**config.mk**
```make
export PLATFORM = sky130hd
export DESIGN_NAME = spike_rate_encoder_flat
export DESIGN_NICKNAME = d
export VERILOG_FILES = /design/src/rtl/snn_pkg.sv /design/src/rtl/spike_rate_encoder_if.sv /design/src/rtl/spike_enc_lfsr.sv /design/src/rtl/spike_rate_encoder.sv /design/src/flat_wrapper.sv
export SDC_FILE = /design/constraint.sdc
export NUM_CORES = 1
export LEC_CHECK = 0
export CAP_MARGIN = 20
export CORE_ASPECT_RATIO = 1.1
export CORE_MARGIN = 2
export CORE_UTILIZATION = 55
export CTS_CLUSTER_SIZE = 28
export DETAILED_ROUTE_END_ITERATION = 12
export PLACE_DENSITY = 0.78
export SYNTH_ARGS = -nofsm -noshare
export SYNTH_HDL_FRONTEND = slang
export SYNTH_SLANG_ARGS = --single-unit
```
**constraint.sdc**
```tcl
create_clock -name clk -period 2.4 [get_ports clk]
set_input_delay 0.72 -clock clk [delete_from_list [all_inputs] [get_ports clk]]
set_output_delay 0.72 -clock clk [all_outputs]
set_load 0.03 [all_outputs]
```
**src/rtl/snn_pkg.sv**
```systemverilog
// Package snn_pkg
// Shared types and constants for the binary spike interface: the encoder
// state type, the LFSR feedback tap mask, and the default sample width and
// window length used by spike_rate_encoder and binary_lif_neuron.
package snn_pkg;

    typedef enum logic {
        ENC_IDLE = 1'b0,
        ENC_RUN  = 1'b1
    } enc_state_t;

    // Feedback taps for x^16+x^14+x^13+x^11+1, as a mask over q[15:0]:
    // bits 15, 13, 12 and 10.
    localparam logic [15:0] LFSR_TAPS = 16'hB400;

    localparam int SNN_W   = 8;
    localparam int SNN_WIN = 32;

endpackage : snn_pkg

```
**src/rtl/spike_rate_encoder_if.sv**
```systemverilog
// Interface spike_rate_encoder_if
// Valid/ready sample channel into the spike rate encoder.
//   s_valid  sample valid (source -> encoder)
//   s_ready  encoder can accept a sample (encoder -> source)
//   s_data   W-bit intensity sample (source -> encoder)
// Modports: master = sample source, slave = encoder.
interface spike_rate_encoder_if
    import snn_pkg::*;
#(
    parameter int W = SNN_W
) ();

    logic         s_valid;
    logic         s_ready;
    logic [W-1:0] s_data;

    modport master (output s_valid, output s_data, input s_ready);
    modport slave  (input s_valid, input s_data, output s_ready);

endinterface : spike_rate_encoder_if

```
**src/rtl/spike_enc_lfsr.sv**
```systemverilog
// Module spike_enc_lfsr
// 16-bit Fibonacci LFSR for stochastic spike coding.
//   clk  clock, rising edge
//   rst  asynchronous reset, active-high; loads SEED
//   en   advance one step when high, hold otherwise
//   q    current LFSR state
module spike_enc_lfsr
    import snn_pkg::*;
#(
    parameter logic [15:0] SEED = 16'hACE1
) (
    input  logic        clk,
    input  logic        rst,
    input  logic        en,
    output logic [15:0] q
);

    logic [15:0] lfsr_q;
    logic        fb_d;

    // XOR of the tapped bits is shifted in at the bottom.
    assign fb_d = ^(lfsr_q & LFSR_TAPS);

    always_ff @(posedge clk or posedge rst) begin
        if (rst) begin
            lfsr_q <= SEED;
        end else if (en) begin
            lfsr_q <= {lfsr_q[14:0], fb_d};
        end
    end

    assign q = lfsr_q;

endmodule : spike_enc_lfsr

```
**src/rtl/spike_rate_encoder.sv**
```systemverilog
// Module spike_rate_encoder
// Converts a W-bit intensity sample into a 1-bit spike train spread over a
// window of WIN cycles using first-order sigma-delta rate coding.
// Optional feature macro SPIKE_ENC_STOCH_EN: Bernoulli coding from a 16-bit
// LFSR replaces the sigma-delta accumulator.
// Ports:
//   clk        clock, rising edge
//   rst        asynchronous reset, active-high
//   s_if       sample channel (slave): s_valid, s_ready, s_data[W-1:0]
//   spike      registered spike bit, one window cycle per clock
//   busy       window in progress
//   win_done   high during the last cycle of a window
//   spike_cnt  spikes emitted in the most recently completed window
module spike_rate_encoder
    import snn_pkg::*;
#(
    parameter int          W         = SNN_W,
    parameter int          WIN       = SNN_WIN,
    parameter logic [15:0] LFSR_SEED = 16'hACE1,
    localparam int         CW        = $clog2(WIN + 1)
) (
    input  logic                 clk,
    input  logic                 rst,
    spike_rate_encoder_if.slave  s_if,
    output logic                 spike,
    output logic                 busy,
    output logic                 win_done,
    output logic [CW-1:0]        spike_cnt
);

    localparam int IW = $clog2(WIN);

    if (W < 1 || W > 16) begin : g_bad_w
        $error("spike_rate_encoder: W must be in 1..16");
    end
    if (WIN < 2) begin : g_bad_win
        $error("spike_rate_encoder: WIN must be >= 2");
    end
    if (LFSR_SEED == 16'h0000) begin : g_bad_seed
        $error("spike_rate_encoder: LFSR_SEED must be nonzero");
    end

    enc_state_t   state_q;
    logic [W-1:0] data_q;
    logic [IW-1:0] idx_q;
    logic [CW-1:0] run_cnt_q;
    logic         spike_q;
    logic [CW-1:0] spike_cnt_q;

    logic         win_last;
    logic         accept;
    logic         spike_d;

    assign win_last    = (state_q == ENC_RUN) && (idx_q == IW'(WIN - 1));
    assign s_if.s_ready = (state_q == ENC_IDLE) || win_last;
    assign accept      = s_if.s_valid && s_if.s_ready;

`ifdef SPIKE_ENC_STOCH_EN
    logic [15:0] lfsr_q;

    spike_enc_lfsr #(
        .SEED (LFSR_SEED)
    ) u_lfsr (
        .clk (clk),
        .rst (rst),
        .en  (state_q == ENC_RUN),
        .q   (lfsr_q)
    );

    assign spike_d = (lfsr_q[W-1:0] < data_q);
`else
    logic [W-1:0] acc_q;
    logic [W:0]   acc_sum_d;

    // The carry out of the W-bit phase accumulator is the spike: it fires
    // exactly when the running total d*(i+1) crosses a multiple of 2^W.
    assign acc_sum_d = {1'b0, acc_q} + {1'b0, data_q};
    assign spike_d   = acc_sum_d[W];
`endif

    always_ff @(posedge clk or posedge rst) begin
        if (rst) begin
            state_q     <= ENC_IDLE;
`ifndef SPIKE_ENC_STOCH_EN
            acc_q       <= '0;
`endif
            data_q      <= '0;
            idx_q       <= '0;
            run_cnt_q   <= '0;
            spike_q     <= 1'b0;
            spike_cnt_q <= '0;
        end else begin
            // run_cnt holds spikes of cycles 0..WIN-2; the spike still on the
            // output during the last cycle is added here.
            if (win_last) begin
                spike_cnt_q <= run_cnt_q + CW'(spike_q);
            end

            if (accept) begin
                // Preloading acc with the sample is step 1 of the running sum,
                // so cycle 0 never spikes and the window total is floor(WIN*d/2^W).
                state_q   <= ENC_RUN;
                data_q    <= s_if.s_data;
`ifndef SPIKE_ENC_STOCH_EN
                acc_q     <= s_if.s_data;
`endif
                spike_q   <= 1'b0;
                idx_q     <= '0;
                run_cnt_q <= '0;
            end else if (win_last) begin
                state_q <= ENC_IDLE;
                spike_q <= 1'b0;
            end else if (state_q == ENC_RUN) begin
`ifndef SPIKE_ENC_STOCH_EN
                acc_q     <= acc_sum_d[W-1:0];
`endif
                spike_q   <= spike_d;
                run_cnt_q <= run_cnt_q + CW'(spike_q);
                idx_q     <= idx_q + IW'(1);
            end
        end
    end

    assign spike     = spike_q;
    assign busy      = (state_q == ENC_RUN);
    assign win_done  = win_last;
    assign spike_cnt = spike_cnt_q;

endmodule : spike_rate_encoder

```
**src/flat_wrapper.sv**
```systemverilog
// flat-port wrapper written by rule: the top's interface ports become plain ports
module spike_rate_encoder_flat import snn_pkg::*;
#(
    parameter int          W         = SNN_W,
    parameter int          WIN       = SNN_WIN,
    parameter logic [15:0] LFSR_SEED = 16'hACE1,
    localparam int         CW        = $clog2(WIN + 1)
)
  (clk, rst, spike, busy, win_done, spike_cnt, s_if_s_valid, s_if_s_data, s_if_s_ready);
  spike_rate_encoder_if #(.W(W)) s_if_i ();
  input  logic clk;
  input  logic rst;
  output logic spike;
  output logic busy;
  output logic win_done;
  output logic [CW-1:0] spike_cnt;
  input wire logic [$bits(s_if_i.s_valid)-1:0] s_if_s_valid;
  input wire logic [$bits(s_if_i.s_data)-1:0] s_if_s_data;
  output wire logic [$bits(s_if_i.s_ready)-1:0] s_if_s_ready;
  assign s_if_i.s_valid = s_if_s_valid;
  assign s_if_i.s_data = s_if_s_data;
  assign s_if_s_ready = s_if_i.s_ready;
  spike_rate_encoder #(.W(W), .WIN(WIN), .LFSR_SEED(LFSR_SEED)) u_core (.clk(clk), .rst(rst), .s_if(s_if_i), .spike(spike), .busy(busy), .win_done(win_done), .spike_cnt(spike_cnt));
endmodule
```
### Word level (Yosys, flattened, before mapping)

Index checks and enable logic that the tools add are counted.

* output and inout bits: 10
* bits of input ports: 11
* flip-flop bits (word level): 35
* memories: 0
* word-level logic and storage cells: 34
* memory bits (read-only): 0
* bits in latches: 0
* RAM bits: 0

* reductions and logical operators: 7
* equal/unequal tests: 2
* multiplexer cells: 14
* order comparisons: 0
* div/mod/pow operators: 0
* multiply operators: 0
* shifts and indexed selects: 0
* bitwise operators: 1
* add/subtract/negate cells: 3

Operators with widths (count)
* 8-bit 2-to-1 mux: 3
* 6-bit 2-to-1 mux: 3
* 5-bit 2-to-1 mux: 3
* 8-bit by 8-bit adder with 9-bit output: 1
* 6-bit by 1-bit adder with 6-bit output: 1
* 5-bit by 1-bit adder with 5-bit output, second input constant: 1
* 5-bit equality test, second input constant: 1
* 1-bit 2-to-1 mux: 5
* 2-bit nonzero test: 2
* 3-bit nonzero test: 1
* 1-bit logical AND: 2
* 2-bit != test, second input constant: 1
* 2-bit AND reduction: 1
* 1-bit logical OR: 1
* 1-bit NOT: 1

### Depth between registers and ports, before layout

Gate-level depths: netlist of the first run.

* depth in word-level cells: 6
* mapped depth: 9
* depth with buffers taken out: 8

### Worst setup path after synthesis of the first run

OpenSTA, ideal clock, no wires.

* path type: register -> output
* start point: register u_core.idx_q[0]
* end point: output s_if_s_ready
* setup slack: 17 ps
* stages on the path, launching flop included: 8
* arrival time: 1663 ps
* required time: 1680 ps
* cells stage by stage: dfrtp_1 -> ha_1 -> and3_1 -> ha_1 -> nor2b_1 -> inv_1 -> buf_2 -> buf_1

* cells in the longest elaborated chain, start to end: 3

RTL lines
* start: declaration: RTL line spike_rate_encoder.sv:45 `logic [IW-1:0] idx_q;`
* start signal: assignment: RTL line spike_rate_encoder.sv:119 `idx_q <= idx_q + IW'(1);`
* 5-bit equality test: RTL line spike_rate_encoder.sv:54 `assign win_last = (state_q == ENC_RUN) && (idx_q == IW'(WIN - 1));`
* 1-bit logical AND: RTL line spike_rate_encoder.sv:54
* 1-bit logical OR: RTL line spike_rate_encoder.sv:55 `assign s_if.s_ready = (state_q == ENC_IDLE) || win_last;`
* end: declaration: RTL line flat_wrapper.sv:19 `output wire logic [$bits(s_if_i.s_ready)-1:0] s_if_s_ready;`

Every way passes these cells.

### Worst setup path after layout of the first run

Ends and elaborated chain as after synthesis.

==> impl_metrics.toml, run 1 <==
[status]
status = "finished clean"

[placement]
dp_hpwl_mm = 2.58
port_buffers = 20
dp_slack_ns = -0.0844
routabilityCongestion = 0.840
place_area_um2 = 2160

[grt]
use_met1_pct = 25.0
use_met2_pct = 39.1
grt_max_degree = 36
top_usage_layer = "met2"
grt_pass1_wl_mm = 6.44
track_usage_pct = 22.2
gr-usage-met3_pct = 5.31
grt_pass1_vias = 1481
grt_antenna_before_repair = 0
grt-ovfl-total = 0

[routing]
via_per_inst = 5.69
drt_iter0_drc = 74
wl_per_cell_um = 14.6
dr.pass1.iters = 4
wl_mm = 3.64
vias = 1417
route.detailed.drc = 0
detail-route-antenna-nets = 0

[logic_synthesis]
ys_warn_count = 0
syn_area_um2 = 1870
syn_nets = 206
yosysSeqAreaShare_pct = 46.7
netlist_top_cells_count = "35 x dfrtp_1, 24 x nand2_1, 23 x o21ai_0"
yosys.area.top_type_share_pct = 46.7
post_synth_main_area_contributors = "dfrtp_1 47%, ha_1 8.0%, mux2_2 7.2%"
ys_ff_latch = 35
synth_async_sr_flop_share_pct = 100
synth_edf_count = 0
synth_largest_area_cell = "dfrtp_1"
synth_area_per_cell_um2 = 10.3
yosysMostFrequentCell = "dfrtp_1"
ys.flop_type = "dfrtp_1"
syn-instance-count = 182
synthDistinctLibCells = 39

[critical_path]
reg2reg_depth = 8
startpoint = "u_core.idx_q[0]"
crit_path_end = "s_if_s_ready"
arrival_ns = 1.58
startpoint_type = "flop"
cp.required_ns = 1.68
end_kind = "primary output"
r2r_setup_slack_ns = 0.30
slowest_delay_ns = 0.40
crit_chain = "ha_2 -> and3_4 -> ha_4 -> nor2b_4 -> inv_2 -> buf_6"
timing.rr.end = "u_core.data_q[5]"
worst-setup-path-type = "reg -> out"
path_max_fanout = 3
critPathSlowestCell = "dfrtp_1"
timing.rr.start = "u_core.idx_q[0]"

[sta]
period_share_pct = 96.0
hold_viol = 0
worstMarginPinSlew_ns = 0.449
rsz0062_at_grt = "no"
slew_violations = 0
fin_worst_skew_ns = 0.00654
max_freq_mhz = 434
timing.hold.ws_ns = 0.491
finalCriticalPeriod_ns = 2.30
finalSetupViolCount = 0
setup_ws_ns = 0.0960
maxSlewHeadroom_pct = 69.9

[flow_run]
maxCapViolCount = 0

[floorplanning]
die_h_um = 65.2
io_pins = 21
start_util_pct = 56.7
die_x_um = 59.7
core_area_um2 = 3300
rows = 22
dieArea_um2 = 3890

[cts]
cts.clk_slew.worst_paths_ns = 0.11
cts_tree = "done"
insertion_delay_ns = 0.34
cts_root_buf = "clkbuf_4"
clkSinkCount = 35
h-tree-depth = 2
hold_buffers = 0
numCtsBuffers = 5
clock_path_buffers = 2

[power]
total_power_mw = 3.13
leakage_nw = 1.06
ir_worst_vdd_mv = 0.783
power_density_nw_per_um2 = 1370

[worst_hold_path]
hold_path.class = "reg -> reg"
hold_path_startpoint = "u_core.spike_cnt[3]"

[finish]
antennaDiodeCount = 0
final_area_um2 = 2280
drive_gt1_share_pct = 19.2
finalNetCount = 236
syn2layout_area_growth_pct = 21.6
==> registers in the layout, summed over array words and instances (netlist names) <==
register and count:
u_core.acc_q 8, u_core.spike 1, u_core.run_cnt_q 6, u_core.idx_q 5, u_core.spike_cnt 6, u_core.data_q 8, u_core.busy 1
==> routing by layer <==
| metal | up-vias | wire length (µm) |
|---|---|---|
| met5 | - | 0 |
| met4 | 0 | 64 |
| met3 | 8 | 106 |
| met2 | 26 | 1950 |
| met1 | 682 | 1510 |
| li1 | 701 | - |
==> placed cells by master (no fill, tap or decap), types with 2 or more instances in the layout <==
| cell | Yosys | layout |
|---|---|---|
| a211oi_1 | 2 | 2 |
| a21oi_1 | 4 | 4 |
| buf_4 | 0 | 11 |
| clkbuf_4 | 0 | 5 |
| clkdlybuf4s50_1 | 0 | 18 |
| dfrtp_1 | 35 | 35 |
| ha_1 | 12 | 10 |
| inv_1 | 9 | 8 |
| mux2_2 | 12 | 12 |
| mux2i_1 | 5 | 5 |
| nand2_1 | 24 | 23 |
| nand3_1 | 4 | 4 |
| nand3b_1 | 5 | 5 |
| nor2_1 | 5 | 5 |
| nor2b_4 | 1 | 2 |
| o21a_1 | 2 | 2 |
| o21ai_0 | 23 | 23 |
| o22ai_1 | 2 | 2 |
| o31ai_1 | 3 | 3 |
| or3_1 | 2 | 2 |
| xor2_1 | 6 | 6 |
==> how the worst min path moves through the flow <==
stage | to | slack [ns] | cells past startpoint
after floorplan | u_core.idx_q[2] | 0.46 | 1
after global placement | u_core.spike_cnt[4] | 0.46 | 2
after detailed placement | u_core.spike_cnt[3] | 0.47 | 2
after CTS | u_core.spike_cnt[3] | 0.50 | 2
after global routing | u_core.run_cnt_q[5] | 0.53 | 1
final | u_core.spike_cnt[3] | 0.49 | 2
==> stage by stage <==
| stage | std cells | util (%) | TNS, ns |
|---|---|---|---|
| 6_report | 249 | 69.0 | 0 |
| 3_3_place_gp | 240 | 65.3 | -0.0707 |
| 3_5_place_dp | 240 | 65.3 | -0.107 |
| 5_1_grt | 249 | 69.0 | 0 |
| 2_1_floorplan | 182 | - | 0 |
| 4_1_cts | 249 | 68.2 | 0 |
==> logic make-up (layout without fill, tap and decap cells) <==
group	count (synthesis)	after routing	share of synthesized area, %
multiplexers	17	17	9.88
AO/OA/AOI/OAI	46	46	15.1
XOR/XNOR	7	7	3.27
buffers and inverters	16	47	3.40
adder cells (fa/ha/maj)	13	13	9.08
flip-flops	35	35	46.7
AND/OR/NAND/NOR	48	48	12.6
==> repair_timing <==
item	CTS	global route
resized for setup	14	8
setup buffers	1	0
setup endpoints to repair	2	2
==> worst max-delay path: cells and delay by family, from the launching register on <==
family / cells / cell delay (ns)
DFF: 1 / 0.40
adders and majority gates: 2 / 0.36
and+or+nand+nor: 2 / 0.30
buffers and inverters: 2 / 0.18
==> power breakdown <==
| part | total [mW] | switching (mW) | internal (mW) | leakage (nW) |
|---|---|---|---|---|
| combinational | 1.60 | 0.816 | 0.786 | 0.582 |
| clock | 0.451 | 0.205 | 0.246 | 0.0482 |
| sequential | 1.07 | 0.193 | 0.879 | 0.428 |
| total | 3.13 | 1.21 | 1.91 | 1.06 |
==> layout make-up <==
| cell class | instances | area (µm²) |
|---|---|---|
| clock buffer | 6 | 51.3 |
| clock inverter | 2 | 35.0 |
| fill | 270 | 1020 |
| inverter | 9 | 33.8 |
| multi-input combinational | 131 | 965 |
| sequential | 35 | 876 |
| tap | 36 | 45.0 |
| timing repair buffer | 30 | 274 |
No activity file was read; power rests on OpenSTA's default activity.
==> inputs of run 2 (changes only) <==
clock period = 2.35 ns   (was 2.4 ns; I/O delays follow)
==> run 2 against run 1 <==
Against the previous run: register-to-register slack lost 0.09 ns; hold slack lost 0.00078 ns; die area is the same; critical endpoint unchanged.
==> impl_metrics.toml, run 2 (synthesized netlist as in run 1, its figures left out) <==
[routing]
dr.pass1.iters = 4
wl_per_cell_um = 15.0
via_per_inst = 5.85
vias = 1474
wl_mm = 3.78
drt_iter0_drc = 85
route.detailed.drc = 0
detail-route-antenna-nets = 0

[finish]
biggestRegsByFlops = "u_core.acc_q (8), u_core.data_q (8)"
syn2layout_area_growth_pct = 22.0
most-common-layout-cells = "35 x dfrtp_1, 23 x nand2_1, 23 x o21ai_0, 18 x clkdlybuf4s50_1, 14 x buf_4"
final_common_cell = "dfrtp_1"
antennaDiodeCount = 0
utilization_pct = 69.2
finalNetCount = 239
drive_gt1_share_pct = 20.4

[critical_path]
arrival_ns = 1.59
timing.rr.start = "u_core.idx_q[1]"
startpoint_type = "flop"
worst-setup-path-type = "reg -> out"
end_kind = "primary output"
startpoint = "u_core.idx_q[1]"
reg2reg_depth = 8
r2r_setup_slack_ns = 0.21
timing.rr.end = "u_core.data_q[5]"
path_max_fanout = 3
cp.required_ns = 1.64
crit_path_end = "s_if_s_ready"

[floorplanning]
rows = 22
die_x_um = 59.7
core_area_um2 = 3300
io_pins = 21
start_util_pct = 56.7
dieArea_um2 = 3890
die_h_um = 65.2

[cts]
clock_path_buffers = 2
insertion_delay_ns = 0.33
cts_tree = "done"
numCtsBuffers = 5
cts_root_buf = "clkbuf_4"
h-tree-depth = 2
cts.clk_slew.worst_paths_ns = 0.11
clkSinkCount = 35
hold_buffers = 0

[power]
intPower_mw = 1.88
power_density_nw_per_um2 = 1360
leakage_nw = 1.06
switching_power_mw = 1.23
ir_worst_vdd_mv = 0.678
switching_share_pct = 39.6
pwr-share-seq_pct = 35.5
p_clk_share_pct = 12.0
p_comb_share_pct = 52.5

[sta]
fin_worst_skew_ns = 0.00716
finalSetupTns_ns = 0
max_freq_mhz = 435
worstMarginPinSlew_ns = 0.440
finalSetupViolCount = 0
finalCriticalPeriod_ns = 2.30
timing.hold.ws_ns = 0.491
period_share_pct = 97.8
maxSlewHeadroom_pct = 70.7
rsz0062_at_grt = "yes"
slew_violations = 0
hold_viol = 0
setup_ws_ns = 0.0511

[worst_hold_path]
min_path_cells = 2
hold_path.class = "reg -> reg"

[placement]
dp_slack_ns = -0.162
routabilityCongestion = 0.836
port_buffers = 20
dp_hpwl_mm = 2.61

[status]
status = "finished clean"

[flow_run]
maxCapViolCount = 0

[grt]
grt-ovfl-total = 0
grt_pass1_wl_mm = 6.49
grt_max_degree = 36
track_usage_pct = 22.5
grt_pass1_vias = 1533
grt_antenna_before_repair = 0
## run 2: cell count changes in the layout (fill, tap and decap cells not counted), sizes merged
cell and delta:
buf +3, clkinv -1, clkbuf +2, bufinv -1
## run 2: layout make-up
cell class,count,area (µm²)
Fill cell,278,1020
Multi-Input combinational cell,131,967
Clock buffer,8,68.8
Tap cell,36,45.0
Timing Repair Buffer,33,297
Inverter,9,33.8
Sequential cell,35,876
## run 2: through the flow
| stage | instance area, µm² | power (mW) | cells |
|---|---|---|---|
| finish | 2290 | 3.11 | 252 |
| global route | 2290 | 3.40 | 252 |
| CTS | 2260 | 3.12 | 252 |
| detailed placement | 2150 | 2.69 | 239 |
| global placement | 2150 | 2.59 | 239 |
| floorplan | 1880 | 2.26 | 182 |
## run 2: repair_timing
item | 4_1_cts | 5_1_grt
pin swaps | 1 | 1
resized for setup | 16 | 7
endpoints found under the hold margin | 0 | 0
buffers inserted | 5 | 0
setup endpoints to repair | 2 | 7
## run 2: metal layers
layer | global-route usage (%) | vias to the layer above | part of all wire (%)
li1 | - | 709 | -
met1 | 23.1 | 723 | 40
met2 | 40.2 | 36 | 54
met3 | 7.68 | 6 | 4.2
met4 | 9.72 | 0 | 1.2
met5 | 0 | - | 0
## run 2: critical path, stage by stage, from the launching register on
cell     delay, ns
dfrtp_1       0.42
ha_2          0.19
and3_4        0.18
ha_4          0.17
nor2b_4       0.12
inv_2         0.05
buf_6         0.13
## run 2: power by group through the flow
stage / combinational [mW] / clock, mW / sequential (mW)
after floorplan: 1.11 / 0 / 1.15
after global placement: 1.52 / 0 / 1.08
after detailed placement: 1.59 / 0 / 1.10
after CTS: 1.64 / 0.383 / 1.10
after global routing: 1.86 / 0.411 / 1.14
final: 1.63 / 0.375 / 1.10
## run 2: worst min path at each step
stage,startpoint,endpoint,slack (ns)
finish,u_core.spike_cnt[3],u_core.spike_cnt[3],0.49
global route,u_core.spike_cnt[3],u_core.spike_cnt[3],0.52
floorplan,u_core.idx_q[2],u_core.idx_q[2],0.46
detailed placement,u_core.spike_cnt[3],u_core.spike_cnt[3],0.47
global placement,u_core.spike_cnt[4],u_core.spike_cnt[4],0.46
CTS,u_core.spike_cnt[3],u_core.spike_cnt[3],0.49
==> inputs of run 3 (changes only) <==
CAP_MARGIN = 10   (was 20)
==> results of run 3 <==
No change in the layout: final DEF, timing and power equal those of run 2.
